`src/rtl/ascon_ctrl_fsm.sv`:
```
// ascon_ctrl_fsm: Moore control unit for the ASCON-128 datapath.
// Sequences initialisation, a run-time number of AD and PT blocks,
// finalisation and tag output. The round counter and the block counter
// live here, next to the state register.
module ascon_ctrl_fsm #(
    parameter int PA         = 12,
    parameter int PB         = 6,
    parameter int MAX_BLOCKS = 15,
    parameter int CNT_W      = $clog2(MAX_BLOCKS + 1)
) (
    input  logic             clock_i,
    input  logic             reset_i,
    input  logic             start_i,
    input  logic [CNT_W-1:0] nb_ad_i,
    input  logic [CNT_W-1:0] nb_pt_i,
    input  logic             data_valid_i,
    output logic             data_ready_o,
    output logic             data_sel_o,
    output logic [3:0]       round_o,
    output logic             perm_en_o,
    output logic             init_state_o,
    output logic             xor_data_o,
    output logic             xor_key_begin_o,
    output logic             xor_key_end_o,
    output logic             xor_dsep_o,
    output logic             cipher_valid_o,
    output logic             tag_valid_o,
    output logic [CNT_W-1:0] block_idx_o,
    output logic             busy_o,
    output logic             err_o
);

    // First round index of a PA / PB permutation; every permutation ends at 11.
    localparam logic [3:0]   ROUND_A   = 4'(12 - PA);
    localparam logic [3:0]   ROUND_B   = 4'(12 - PB);
    localparam logic [3:0]   ROUND_END = 4'd11;
    localparam logic [CNT_W:0] MAX_CNT = (CNT_W + 1)'(MAX_BLOCKS);

    typedef enum logic [3:0] {
        IDLE,
        INIT,
        INIT_PERM,
        AD_WAIT,
        AD_PERM,
        PT_WAIT,
        PT_PERM,
        FINAL_PERM,
        TAG
    } state_t;

    state_t           state;
    logic [3:0]       round_q;
    logic [CNT_W-1:0] block_q;
    logic [CNT_W-1:0] nb_ad_q;
    logic [CNT_W-1:0] nb_pt_q;
    logic             err_q;

    logic counts_ok;
    logic last_round;
    logic last_ad;
    logic last_pt;

    assign counts_ok  = (nb_pt_i != '0) &&
                        ({1'b0, nb_pt_i} <= MAX_CNT) &&
                        ({1'b0, nb_ad_i} <= MAX_CNT);
    assign last_round = (round_q == ROUND_END);
    assign last_ad    = (block_q == nb_ad_q - CNT_W'(1));
    assign last_pt    = (block_q == nb_pt_q - CNT_W'(1));

    // State register together with the round counter, block counter,
    // latched message geometry and the rejected-start flag.
    always_ff @(posedge clock_i or posedge reset_i) begin
        if (reset_i) begin
            state   <= IDLE;
            round_q <= '0;
            block_q <= '0;
            nb_ad_q <= '0;
            nb_pt_q <= '0;
            err_q   <= 1'b0;
        end else begin
            err_q <= 1'b0;
            case (state)
                IDLE: begin
                    block_q <= '0;
                    if (start_i) begin
                        if (counts_ok) begin
                            nb_ad_q <= nb_ad_i;
                            nb_pt_q <= nb_pt_i;
                            state   <= INIT;
                        end else begin
                            err_q <= 1'b1;
                        end
                    end
                end
                INIT: begin
                    round_q <= ROUND_A;
                    state   <= INIT_PERM;
                end
                INIT_PERM: begin
                    if (last_round) begin
                        block_q <= '0;
                        state   <= (nb_ad_q != '0) ? AD_WAIT : PT_WAIT;
                    end else begin
                        round_q <= round_q + 4'd1;
                    end
                end
                AD_WAIT: begin
                    if (data_valid_i) begin
                        round_q <= ROUND_B;
                        state   <= AD_PERM;
                    end
                end
                AD_PERM: begin
                    if (last_round) begin
                        if (last_ad) begin
                            block_q <= '0;
                            state   <= PT_WAIT;
                        end else begin
                            block_q <= block_q + CNT_W'(1);
                            state   <= AD_WAIT;
                        end
                    end else begin
                        round_q <= round_q + 4'd1;
                    end
                end
                PT_WAIT: begin
                    if (data_valid_i) begin
                        if (last_pt) begin
                            round_q <= ROUND_A;
                            state   <= FINAL_PERM;
                        end else begin
                            round_q <= ROUND_B;
                            state   <= PT_PERM;
                        end
                    end
                end
                PT_PERM: begin
                    if (last_round) begin
                        block_q <= block_q + CNT_W'(1);
                        state   <= PT_WAIT;
                    end else begin
                        round_q <= round_q + 4'd1;
                    end
                end
                FINAL_PERM: begin
                    if (last_round) begin
                        block_q <= '0;
                        state   <= TAG;
                    end else begin
                        round_q <= round_q + 4'd1;
                    end
                end
                TAG: begin
                    round_q <= '0;
                    block_q <= '0;
                    state   <= IDLE;
                end
                default: begin
                    state <= IDLE;
                end
            endcase
        end
    end

    // Moore output decode: only registered state and counters feed the outputs.
    always_comb begin
        data_ready_o    = 1'b0;
        data_sel_o      = 1'b0;
        round_o         = '0;
        perm_en_o       = 1'b0;
        init_state_o    = 1'b0;
        xor_data_o      = 1'b0;
        xor_key_begin_o = 1'b0;
        xor_key_end_o   = 1'b0;
        xor_dsep_o      = 1'b0;
        cipher_valid_o  = 1'b0;
        tag_valid_o     = 1'b0;
        block_idx_o     = block_q;
        busy_o          = (state != IDLE);
        err_o           = err_q;
        case (state)
            INIT: begin
                init_state_o = 1'b1;
            end
            INIT_PERM: begin
                perm_en_o     = 1'b1;
                round_o       = round_q;
                xor_key_end_o = last_round;
                xor_dsep_o    = last_round && (nb_ad_q == '0);
            end
            AD_WAIT: begin
                data_ready_o = 1'b1;
            end
            AD_PERM: begin
                perm_en_o  = 1'b1;
                round_o    = round_q;
                xor_data_o = (round_q == ROUND_B);
                xor_dsep_o = last_round && last_ad;
            end
            PT_WAIT: begin
                data_ready_o = 1'b1;
                data_sel_o   = 1'b1;
            end
            PT_PERM: begin
                perm_en_o      = 1'b1;
                round_o        = round_q;
                xor_data_o     = (round_q == ROUND_B);
                cipher_valid_o = (round_q == ROUND_B);
            end
            FINAL_PERM: begin
                perm_en_o       = 1'b1;
                round_o         = round_q;
                xor_data_o      = (round_q == ROUND_A);
                cipher_valid_o  = (round_q == ROUND_A);
                xor_key_begin_o = (round_q == ROUND_A);
                xor_key_end_o   = last_round;
            end
            TAG: begin
                tag_valid_o = 1'b1;
            end
            default: begin
            end
        endcase
    end

endmodule
```
`config.mk`:
```
export PLATFORM = sky130hd
export DESIGN_NAME = ascon_ctrl_fsm
export DESIGN_NICKNAME = d
export VERILOG_FILES = /design/src/rtl/ascon_ctrl_fsm.sv
export SDC_FILE = /design/constraint.sdc
export NUM_CORES = 1
export LEC_CHECK = 0
export CELL_PAD_IN_SITES_DETAIL_PLACEMENT = 1
export CELL_PAD_IN_SITES_GLOBAL_PLACEMENT = 1
export CORE_MARGIN = 5
export CORE_UTILIZATION = 45
export DETAILED_ROUTE_END_ITERATION = 8
export DONT_BUFFER_PORTS = 1
export GPL_TIMING_DRIVEN = 0
export PLACE_DENSITY = 0.81
export SLEW_MARGIN = 20
export SYNTH_ARGS = -nofsm -noshare
export SYNTH_HDL_FRONTEND = slang
export SYNTH_SLANG_ARGS = --single-unit
```
`constraint.sdc`:
```
create_clock -name clock_i -period 2 [get_ports clock_i]
set_input_delay 0.3 -clock clock_i [delete_from_list [all_inputs] [get_ports clock_i]]
set_output_delay 0.3 -clock clock_i [all_outputs]
set_load 0.02 [all_outputs]
```
==> impl_metrics.tcl <==
set metrics [dict create \
    status "finished, violations left" \
    violations "negative setup slack" \
    cts.sinks 21 \
    grtUsageTotal_pct 19.5 \
    maxCapViolCount 0 \
    die_y_microns 69.1 \
    max_freq_mhz 450 \
    vias_per_cell 5.94 \
    synth_cells 172 \
    clockBufferDepth 2 \
    ys_ff_latch 21 \
    end_kind "primary output" \
    drtIter0Drc 96 \
    r2r_start "state[1]" \
    fin_cells 240 \
    drive_gt1_share_pct 37.6 \
    tightest_slew_ns 0.826 \
    slew_headroom_pct 44.8 \
    cp_max_fo 3 \
    hold_path_class "input port to async pin" \
    cts_root_buffer "clkbuf_4" \
    antenna_found_initial 0 \
    crit_required_ns 1.70 \
    io_pins 32 \
    htreeDepth 1 \
    setup_viol 4 \
    synth_common_cells "dfrtp_1, nand2_1, xnor2_1" \
    powerDensity_mw_per_mm2 1900 \
    grt-ovfl-total 0 \
    num_vias 1425 \
    synth.top_cell.area_share_pct 33.5 \
    hpwlAfterDp_mm 3.18 \
    ir_drop_mv 1.05 \
    diodes 0 \
    p_leak_nw 0.842 \
    drc 0 \
    core_area_sq_mm 0.00336 \
    grt_max_degree 22 \
    yosysWarnings 0 \
    dp_slack_ns -0.275 \
    fill_cells 415 \
    timing.setup.tns_ns -0.409 \
    initial_core_util_pct 46.7 \
    synth-async-reset-ratio_pct 100 \
    numCtsBuffers 3 \
    rsz0062_at_grt "true" \
    criticalPathCategory "register to primary output" \
    synth.most_common_cell "dfrtp_1" \
    synth_fp_nets 191 \
    post-route-util_pct 58.7 \
    dr.pass1.iters 4 \
    grt_pass1_vias 1520 \
    cp.arrival_ns 1.92 \
    postRouteAntennaNets 0 \
    hold_viol 0 \
    setup_ws_ns -0.220 \
    die_w_microns 69.1 \
    synthTopCellsByArea "dfrtp_1, xnor2_1, mux2_2" \
    clk_pin_slew_worst_paths_ns 0.13 \
    area_delta_synth_final_pct 25.8 \
    seq_area_frac_synth_pct 33.5 \
    grt_pass1_wl_mm 7.62 \
    die-area_sq_mm 0.00477 \
    totalWireLength_mm 5.00 \
    slew_violations 0 \
    power.total_mw 3.75 \
    fin_crit_sh_pct 111 \
    period_needed_ns 2.22 \
    insertion_delay_ns 0.32 \
    netlist.top_cell.by_area "dfrtp_1" \
    multiInputGateArea_sq_mm 0.00112 \
    synth_area_sq_mm 0.00157 \
    io_buffers 0 \
    wire_per_inst_microns 20.8 \
    critPathLaunch "nb_ad_q[1]" \
    placedCellCount 218 \
    cts_tree "done" \
    gp_congestion 0.875 \
    syn_area_per_cell_sq_um 9.12 \
    rows 21 \
    synth_edf_count 0 \
    fin_skew_ns 0.0167 \
    synth_ff_type "dfrtp_1" \
    startpoint_type "register" \
    ys_types 50 \
    finalNetCount 214 \
    regArea_sq_um 531 \
]
==> worst max-delay path, stage by stage (launching register included) <==
cell and delay (ns):
dfrtp_1 0.42, inv_1 0.13, ha_4 0.22, xnor2_2 0.14, nor4_4 0.29, nand3_2 0.16, a21oi_4 0.23
==> final timing paths <==
kind                             endpoint  slack, ns  cells past startpoint
max                            xor_dsep_o      -0.22                      6
max reg2reg                    round_q[2]       0.04                      6
min                            round_q[3]       0.02                      1
min reg2reg                    nb_pt_q[3]       0.56                      1
min in group clock_i                err_o       0.07                      2
max in group asynchronous  block_idx_o[3]       1.40                      1
==> placed cells by master, fill, tap and decap left out, types with 4 or more instances in the layout <==
cell type	synthesis	layout
nor2_1	11	10
dfrtp_2	0	4
nand2b_1	8	8
nand3_1	6	5
nor3_1	8	4
dfrtp_1	21	17
nand2_1	13	13
buf_4	1	21
xnor2_1	13	9
o21ai_0	9	8
ha_1	7	6
and2_2	0	4
mux2_2	8	8
a22o_1	4	4
inv_1	10	7
==> per-stage QoR <==
stage / cell area [sq um] / hold WS (ns)
detailed placement: 1630 / 0.395
floorplan: 1570 / 0.277
global route: 1970 / 0.0694
global placement: 1630 / 0.363
CTS: 1820 / 0.0380
finish: 1970 / 0.0153
==> registers in the layout (all words and copies together) (netlist names) <==
| name | flops |
|---|---|
| nb_pt_q | 4 |
| nb_ad_q | 4 |
| round_q | 4 |
| state | 4 |
| block_idx_o | 4 |
| err_o | 1 |
==> area by class of cell <==
cell class	instances	share of cell area, %
sequential	21	26.9
timing repair buffer	18	6.85
clock buffer	3	1.14
inverter	10	1.90
clock inverter	1	0.254
tap	46	2.92
buffer	8	3.49
multi-input combinational	133	56.6
==> cell families (layout without fill, tap and decap cells) <==
| kind of cell | count (synthesis) | after routing | synth area share [%] |
|---|---|---|---|
| AOI/OAI and AO/OA | 33 | 33 | 16.3 |
| xor gates and xnor gates | 15 | 15 | 8.37 |
| adders and majority gates | 7 | 7 | 5.58 |
| buffers and inverters | 18 | 40 | 5.34 |
| DFF | 21 | 21 | 33.5 |
| muxes | 9 | 9 | 6.38 |
| and+or+nand+nor | 69 | 69 | 24.5 |
==> where the power goes <==
group | internal [mW] | switching (mW)
clock network | 0.0747 | 0.137
logic | 1.24 | 1.37
registers | 0.617 | 0.309
==> per-layer routing <==
metal / global-route usage, % / share of wire [%] / up-vias
met5: 0 / 0 / -
met4: 8.03 / 2.4 / 0
met3: 3.78 / 5.7 / 11
met2: 36.3 / 56 / 48
met1: 21.4 / 36 / 715
li1: - / - / 651
==> repair_timing <==
item | CTS | global route
buffers inserted | 6 | 12
hold buffers | 0 | 0
endpoints found under the setup margin | 20 | 30
gates resized for setup | 25 | 22
pin swaps | 8 | 3
hold endpoints to repair | 0 | 0
Power figures use the tool's default switching activity.
